`src/rtl/branch_resolve_unit.sv`:
```
// branch_resolve_unit
// Resolves conditional branches (opcode 1100011) one cycle after execute
// presents them, and keeps a table of 2-bit saturating counters that fetch
// reads for prediction and that resolved branches train.
//
// Ports
//   clk, rst             clock; synchronous active-high reset
//   in_valid, opc,       instruction presented by execute this cycle
//   funct3, rs1, rs2,    condition select and operands
//   pc, imm              branch address and sign-extended B-immediate
//   pred_taken           prediction fetch made for this branch
//   flush                kill the instruction presented this cycle
//   out_valid/out_taken/ registered resolution, valid the cycle after capture
//   out_target/out_mispredict
//   lookup_pc            fetch PC to predict
//   lookup_taken         combinational prediction (counter MSB)
module branch_resolve_unit #(
    parameter int         XLEN     = 32,
    parameter int         IDX_BITS = 6,
    parameter logic [1:0] BHT_INIT = 2'b01
) (
    input  logic            clk,
    input  logic            rst,
    input  logic            in_valid,
    input  logic [6:0]      opc,
    input  logic [2:0]      funct3,
    input  logic [XLEN-1:0] rs1,
    input  logic [XLEN-1:0] rs2,
    input  logic [XLEN-1:0] pc,
    input  logic [XLEN-1:0] imm,
    input  logic            pred_taken,
    input  logic            flush,
    output logic            out_valid,
    output logic            out_taken,
    output logic [XLEN-1:0] out_target,
    output logic            out_mispredict,
    input  logic [XLEN-1:0] lookup_pc,
    output logic            lookup_taken
);

    localparam logic [6:0]      OPC_BRANCH = 7'b1100011;
    localparam int              BHT_SIZE   = 1 << IDX_BITS;
    localparam logic [XLEN-1:0] PC_STEP    = {{(XLEN-3){1'b0}}, 3'b100};

    // Branch condition evaluation; unused encodings resolve not-taken.
    function automatic logic branch_cond(input logic [2:0]      f3,
                                         input logic [XLEN-1:0] a,
                                         input logic [XLEN-1:0] b);
        logic res;
        case (f3)
            3'b000:  res = (a == b);
            3'b001:  res = (a != b);
            3'b100:  res = ($signed(a) <  $signed(b));
            3'b101:  res = ($signed(a) >= $signed(b));
            3'b110:  res = (a <  b);
            3'b111:  res = (a >= b);
            default: res = 1'b0;
        endcase
        return res;
    endfunction

    // Saturating 2-bit counter step toward taken / not-taken.
    function automatic logic [1:0] ctr_step(input logic [1:0] ctr,
                                            input logic       taken);
        logic [1:0] nxt;
        if (taken) begin
            nxt = (ctr == 2'b11) ? 2'b11 : ctr + 2'b01;
        end else begin
            nxt = (ctr == 2'b00) ? 2'b00 : ctr - 2'b01;
        end
        return nxt;
    endfunction

    logic                accept_s;
    logic                taken_s;
    logic [XLEN-1:0]     target_s;
    logic [IDX_BITS-1:0] idx_s;
    logic [IDX_BITS-1:0] idx_r;
    logic [1:0]          bht_r [BHT_SIZE];

    // Resolution of the instruction presented this cycle.
    always_comb begin
        accept_s = in_valid && (opc == OPC_BRANCH) && !flush;
        taken_s  = branch_cond(funct3, rs1, rs2);
        // Carry out of the address add is dropped: targets wrap modulo 2**XLEN.
        target_s = taken_s ? (pc + imm) : (pc + PC_STEP);
        idx_s    = pc[IDX_BITS+1:2];
    end

    // Output stage: one-cycle registered resolution.
    always_ff @(posedge clk) begin
        if (rst) begin
            out_valid      <= 1'b0;
            out_taken      <= 1'b0;
            out_target     <= '0;
            out_mispredict <= 1'b0;
            idx_r          <= '0;
        end else begin
            out_valid      <= accept_s;
            out_taken      <= taken_s;
            out_target     <= target_s;
            out_mispredict <= taken_s ^ pred_taken;
            idx_r          <= idx_s;
        end
    end

    // Counter table: trained by the branch currently in the output stage,
    // regardless of whether the incoming instruction is flushed.
    always_ff @(posedge clk) begin
        if (rst) begin
            for (int i = 0; i < BHT_SIZE; i++) begin
                bht_r[i] <= BHT_INIT;
            end
        end else if (out_valid) begin
            bht_r[idx_r] <= ctr_step(bht_r[idx_r], out_taken);
        end else begin
            bht_r[idx_r] <= bht_r[idx_r];
        end
    end

    // Prediction reads the stored counter only, so a same-index update shows
    // up the cycle after the training edge.
    assign lookup_taken = bht_r[lookup_pc[IDX_BITS+1:2]][1];

endmodule

```
`config.mk`:
```
export PLATFORM = sky130hd
export DESIGN_NAME = branch_resolve_unit
export DESIGN_NICKNAME = d
export VERILOG_FILES = /design/src/rtl/branch_resolve_unit.sv
export SDC_FILE = /design/constraint.sdc
export NUM_CORES = 1
export LEC_CHECK = 0
export CORE_MARGIN = 2
export CORE_UTILIZATION = 31
export DETAILED_ROUTE_END_ITERATION = 16
export SLEW_MARGIN = 40
export SYNTH_ARGS = -nofsm -noshare
export SYNTH_HDL_FRONTEND = slang
export SYNTH_SLANG_ARGS = --single-unit
export TNS_END_PERCENT = 100
```
`constraint.sdc`:
```
create_clock -name clk -period 7.2 [get_ports clk]
set_input_delay 1.44 -clock clk [delete_from_list [all_inputs] [get_ports clk]]
set_output_delay 1.44 -clock clk [all_outputs]
set_load 0.1 [all_outputs]
```
# After elaboration in Yosys (flattened, before gate mapping)
# Memories as Yosys holds them, arrays and structs flattened. A register that Yosys moved wholly into a read port is not among the register bits.
# Index checks and enable logic that the tools add are counted.
[word_totals] regBits=41 latch_bits=0 mem_bits_rw=128 rom_bits=0 in_bits=175 output_inout_bits=36 word_cells=51 mem_count=1
[mem_list] memory="bht_r" depth=64 width=2 rd=2 rd_ports_with_merged_regs=1 wr=64 line="79" text="logic [1:0] bht_r [BHT_SIZE];"
[op_classes] n_addsub=4 mul=0 div=0 order_cmp=4 n_eq_ne=9 shifts=0 muxes=20 bitwise=2 n_reduce_logical=6
[ops] op="greater-or-equal comparator 32 bit" count=2
[ops] op="less-than comparator 32 bit" count=2
[ops] op="adder 32 x 3 -> 32 bit, second input constant" count=1
[ops] op="adder 32 bit" count=1
[ops] op="equality test 32 bit" count=1
[ops] op="two-way mux 32 bit" count=1
[ops] op="!= test 32 bit" count=1
[ops] op="two-way mux 2 bit" count=7
[ops] op="equality test 3 bit, second input constant" count=4
[ops] op="two-way mux 6 bit" count=2
[ops] op="two-way mux 1 bit" count=9
[ops] op="equality test 7 bit, second input constant" count=1
[ops] op="case mux 1 bit (6 select lines)" count=1
[ops] op="equality test 3 x 1 -> 1 bit, second input constant" count=1
[ops] op="zero test 3 bit" count=1
[ops] op="adder 2 x 1 -> 2 bit, second input constant" count=1
[ops] op="equality test 2 bit, second input constant" count=1
[ops] op="logical AND 1 bit" count=2
[ops] op="zero test 2 bit" count=1
[ops] op="OR reduction 2 bit" count=1
[ops] op="subtractor 2 x 1 -> 2 bit, second input constant" count=1
[ops] op="zero test 1 bit" count=1
[ops] op="bitwise OR 1 bit" count=1
[ops] op="bitwise XOR 1 bit" count=1

# Logic depth before layout (Yosys ltp)
# Gate-level depths: netlist of the first run.
[depth] word_depth=7 ltp_mapped=14 mapped_depth_nobuf=11

# Worst setup path before layout of the first run
# Ideal clock, no wire load.
[synth_timing] path_type="in2out" from="input port lookup_pc[2]" to="output port lookup_taken" arrival_time_ps=4127 t_required_ps=5760 path_slack_ps=1633 cell_stages=5 n_path_buf=2 cell_sequence="clkbuf_1 buf_1 mux4_2 mux4_2 mux4_2"
[synth_via] elab_chain_len=1
[synth_lines] element="start, declared" line="37" text="input logic [XLEN-1:0] lookup_pc,"
[synth_lines] element="memory read (64 x 2 bit)"
[synth_lines] element="end, declared" line="38" text="output logic lookup_taken"
# Every way passes these cells.

# Final worst setup path of the first run
# Same ends and word-level chain as after synthesis.

==> results of run 1 <==
[cell usage in the layout (no fill, tap or decap), types with 8 or more instances in the layout]
| master | count |
|---|---|
| mux2_2 | 8 |
| xor2_1 | 15 |
| clkbuf_16 | 17 |
| nand4_1 | 13 |
| nor2_1 | 91 |
| edfxtp_1 | 128 |
| and3_1 | 18 |
| buf_2 | 37 |
| nand2_1 | 120 |
| xnor2_1 | 32 |
| buf_4 | 21 |
| a211oi_1 | 21 |
| mux4_2 | 30 |
| a221oi_1 | 9 |
| inv_1 | 54 |
| nor2b_1 | 12 |
| dfxtp_1 | 38 |
| o21ai_4 | 8 |
| a311oi_1 | 8 |
| clkdlybuf4s50_1 | 146 |
| nand3b_1 | 11 |
| o21ai_0 | 62 |
| nand3_1 | 111 |
| a21o_1 | 21 |
| ha_1 | 64 |
| nor3_1 | 15 |
| a21oi_1 | 75 |
| mux2i_1 | 16 |
| o211ai_1 | 8 |
| nand2b_1 | 9 |
[how the worst max path moves through the flow]
stage                            start           end
final                     lookup_pc[2]  lookup_taken
after global placement    lookup_pc[3]  lookup_taken
after detailed placement  lookup_pc[2]  lookup_taken
after floorplan           lookup_pc[2]  lookup_taken
after global routing      lookup_pc[2]  lookup_taken
after CTS                 lookup_pc[2]  lookup_taken
[layout make-up]
class	count	area, µm²
Sequential cell	169	4670
Tap cell	511	639
Clock buffer	19	443
Multi-Input combinational cell	918	6490
Timing Repair Buffer	204	1800
Clock inverter	13	130
Inverter	57	214
Fill cell	3832	23100
[flip-flops by register name, indices dropped and copies added, names as in the netlist]
name            count
bht_r             128
idx_r               6
out_mispredict      1
out_taken           1
out_target         32
out_valid           1
[layer usage]
layer	share of wire, %	routed length, µm	global-route usage, %
met1	42	16900	27.1
met2	47	19000	33.5
met3	8.9	3590	4.44
met4	2.4	971	6.41
met5	0	0	0
[worst max-delay path: cells and delay by family]
family                 cells  cell delay [ns]
muxes                      3             1.61
buffers and inverters      3             1.06
[per-stage QoR]
stage	utilization (%)	hold WS [ns]
after floorplan	-	0.764
after global placement	37.3	1.02
after detailed placement	36.9	0.938
after CTS	38.4	0.952
after global routing	38.4	1.00
final	38.4	0.992
[power breakdown]
part	total, mW	internal [mW]	switching, mW
Sequential	1.11	1.09	0.0283
Clock	0.918	0.469	0.449
Combinational	0.813	0.273	0.540
[cell families after synthesis]
group | count (synthesis) | synth area share, %
xor+xnor | 47 | 3.51
fa+ha+maj | 65 | 6.99
buf+inv | 132 | 5.18
flops | 169 | 39.7
mux | 57 | 8.17
compound gates | 288 | 17.0
simple gates | 461 | 19.5
==> results.toml, run 1 <==
[detailed_routing]
routedWlPerCell_um = 21.4
drc_errors = 0
detail_route.vias_per_cell = 5.56
antenna_left = 0
drt_first_pass_iters = 6
drt_wl_total_um = 40400
drt_iter0_drc = 1041
vias = 10500

[synth]
synth_area_leader_cell = "edfxtp_1"
post-synth-top-count-cell = "edfxtp_1"
seq_area_frac_synth_pct = 39.7
synth.distinct_cells = 80
synth_warnings = 0
synthFlopType = "edfxtp_1"
async_flop_share_pct = 0
ys_seq_elements = 169
synth_edf_count = 128
synthCells = 1219
syn_nets = 1459
syn_avg_cell_area_um2 = 9.63
netlist_area_um2 = 11700
yosys.area.top_type_share_pct = 32.7
synthTopCellsByArea = "edfxtp_1 33%, dfxtp_1 7.0%, ha_1 6.8%"
ys_top_cells_by_count = "128 x edfxtp_1, 120 x nand2_1, 111 x nand3_1, 97 x nor2_1, 75 x a21oi_1"

[clocking]
hold_buffers = 0
cts_buffers = 17
htreeDepth = 4
clk_latency_ns = 0.45
tritoncts = "built"
cts_buffer_depth = 2
cts_setup_buffers = 0
cts_sinks = 169
cts.clk_slew.worst_paths_ns = 0.07
root_buffer = "clkbuf_16"
post_cts_resized = 0

[worst_setup_path]
cp-start-kind = "primary input"
end_kind = "primary output"
reg2reg_to = "bht_r[34][0]"
crit_type = "primary input to primary output"
cpPeakStageDelay_ns = 0.61
reg2reg_setup_slack_ns = 2.68
slowest_stage = "mux4_2"
required_ns = 5.76
critical_path_arrival_ns = 4.10
crit_chain = "clkdlybuf4s50_1 -> buf_4 -> mux4_2 -> mux4_2 -> mux4_2 -> buf_4"
cp_max_fo = 16
reg2reg_depth = 10
cp_common_cell = "mux4_2"
reg2reg_from = "idx_r[0]"

[sta]
hold_viol_final = 0
rsz0062_at_grt = "false"
worstMarginPinSlew_ns = 0.829
fmax_mhz = 180
fin_skew_ns = 0.0146
post-route-min-period_ns = 5.54
setup_violations = 0
slew_viol_final = 0
max-slew-margin-rel_pct = 44.7
period_share_pct = 77.0
setup_slack_ns = 1.66
fin_setup_tns_ns = 0

[power_and_ir_drop]
powerDensity_nw_per_um2 = 198
power.leakage_nw = 5.13
ir_drop_mv = 0.190
power_mw = 2.85

[worst_hold_path]
hold_depth = 3
hp-class = "register to register"
min-delay-start = "idx_r[4]"
min_to = "bht_r[51][0]"

[global_route]
track_usage_pct = 20.5
grt-ovfl-total = 0
grt_pass1_wl_um = 60700
antenna_found_initial = 0
grt_pass1_vias = 10300
grt_max_degree = 53

[placed_design]
dp_worst_setup_slack_ns = 1.63
io_buffers = 184
post-place-cells = 1859
placed_cell_area_um2 = 13800
place.gp.congestion = 0.871
hpwlAfterDp_um = 28700

[cells_and_area]
drive_gt1_share_pct = 11.8
final_cells = 1891
areaGrowthSynthToFinish_pct = 22.5
design_area_um2 = 14400
fin_nets = 1607
antenna_cells = 0

[die]
core.rowCount = 71
coreArea_um2 = 37500
fp.dieH_um = 199
die_x_um = 199
initial_utilization_pct = 31.3
io_pins = 211
dieArea_um2 = 39500

[status]
status = "complete, no violations"

[run]
maxCapViolCount = 0
Power figures use the tool's default switching activity.
==> run 2, diff against run 1 <==
Clock period 7.2 ns to 5.6 ns, I/O delays scaled along.
==> results.toml, run 2 (same netlist as run 1, synthesis figures left out) <==
[status]
status = "complete, no violations"

[sta]
fmax_mhz = 206
hold_slack_ns = 1.01
max-slew-margin-rel_pct = 34.2
period_share_pct = 86.7
rsz0062_at_grt = "false"
worstMarginPinSlew_ns = 0.979
setup_violations = 0
setup_slack_ns = 0.746
post-route-min-period_ns = 4.85
fin_skew_ns = 0.0152
slew_viol_final = 0
hold_viol_final = 0
fin_setup_tns_ns = 0

[detailed_routing]
drc_errors = 0
vias = 10600
drt_first_pass_iters = 6
routedWlPerCell_um = 21.8
antenna_left = 0
drt_wl_total_um = 41400
drt_iter0_drc = 885
detail_route.vias_per_cell = 5.61

[worst_setup_path]
required_ns = 4.48
end_kind = "primary output"
cp-start-kind = "primary input"
crit_start = "lookup_pc[2]"
reg2reg_from = "idx_r[2]"
critical_path_arrival_ns = 3.73
cp_max_fo = 16
crit_type = "primary input to primary output"
reg2reg_setup_slack_ns = 1.54
reg2reg_depth = 9

[power_and_ir_drop]
p_int_mw = 2.43
swShare_pct = 34.9
power_frac_comb_pct = 28.3
p_sw_mw = 1.30
ir_drop_mv = 0.230
seqPwrFrac_pct = 38.6
power.leakage_nw = 5.18
clockPowerShare_pct = 33.1
powerDensity_nw_per_um2 = 257

[die]
fp.dieH_um = 199
initial_utilization_pct = 31.3
io_pins = 211
core.rowCount = 71
die_x_um = 199
dieArea_um2 = 39500
coreArea_um2 = 37500

[clocking]
post_cts_resized = 0
clk_latency_ns = 0.46
cts_buffer_depth = 2
hold_buffers = 0
cts_buffers = 17
htreeDepth = 4
cts.clk_slew.worst_paths_ns = 0.08
cts_sinks = 169
root_buffer = "clkbuf_16"
cts_setup_buffers = 0
tritoncts = "built"

[cells_and_area]
areaGrowthSynthToFinish_pct = 23.4
regMostFlops = "bht_r"
largest_reg_flops = 128
antenna_cells = 0
drive_gt1_share_pct = 12.1
top_regs = "bht_r: 128 flops, out_target: 32 flops, idx_r: 6 flops"
fin_nets = 1614
nFillCells = 3768
mostFrequentLayoutCell = "clkdlybuf4s50_1"
final_cell_mix = "147 x clkdlybuf4s50_1, 128 x edfxtp_1, 120 x nand2_1"
final_core_util_pct = 38.6

[global_route]
grt-ovfl-total = 0
grt_max_degree = 46
antenna_found_initial = 1
track_usage_pct = 21.0
grt_pass1_vias = 10500
grt_pass1_wl_um = 61900

[worst_hold_path]
min-delay-start = "idx_r[4]"
hp-class = "register to register"
hold_depth = 3

[placed_design]
place.gp.congestion = 0.891
hpwlAfterDp_um = 29600
io_buffers = 184
dp_worst_setup_slack_ns = 0.743

[run]
maxCapViolCount = 0
## run 2: path summary, 6_finish.rpt
kind | end
max reg2reg | bht_r[24][0]
min | bht_r[50][0]
max | lookup_taken
min reg2reg | bht_r[50][0]
## run 2: power by group through the flow
stage | clock (mW) | sequential [mW] | combinational, mW
2_1_floorplan | 0 | 1.66 | 0.514
3_3_place_gp | 0 | 1.47 | 1.07
3_5_place_dp | 0 | 1.47 | 1.04
4_1_cts | 1.24 | 1.44 | 1.05
5_1_grt | 1.29 | 1.44 | 1.12
6_report | 1.24 | 1.44 | 1.05
## run 2: metal layers
metal	part of all wire, %	up-vias	GRT usage (%)	wire [µm]
met2	48	544	34.9	19700
li1	-	4868	-	-
met4	2.6	0	6.69	1070
met3	8.4	65	4.27	3470
met5	0	-	0	0
met1	41	5165	27.2	17100
## run 2: cell type report
cell class                 instances  area, µm²  area share, %
clock buffer                      18        429           2.96
tap                              511        639           4.41
multi-input combinational        918       6490           44.8
sequential                       169       4670           32.2
inverter                          57        214           1.48
timing repair buffer             211       1890           13.0
clock inverter                    14        159           1.10
## run 2: critical path, stage by stage
cell and delay, ns:
clkdlybuf4s50_1 0.46, buf_4 0.33, mux4_2 0.58, mux4_2 0.54, mux4_2 0.50, buf_12 0.19
## run 2: metrics by stage
| stage | std cells | cell area, µm² | total power [mW] |
|---|---|---|---|
| finish | 1898 | 14500 | 3.73 |
| global route | 1898 | 14500 | 3.86 |
| CTS | 1898 | 14500 | 3.73 |
| detailed placement | 1866 | 13900 | 2.51 |
| global placement | 1866 | 14100 | 2.53 |
| floorplan | 1219 | 11700 | 2.18 |
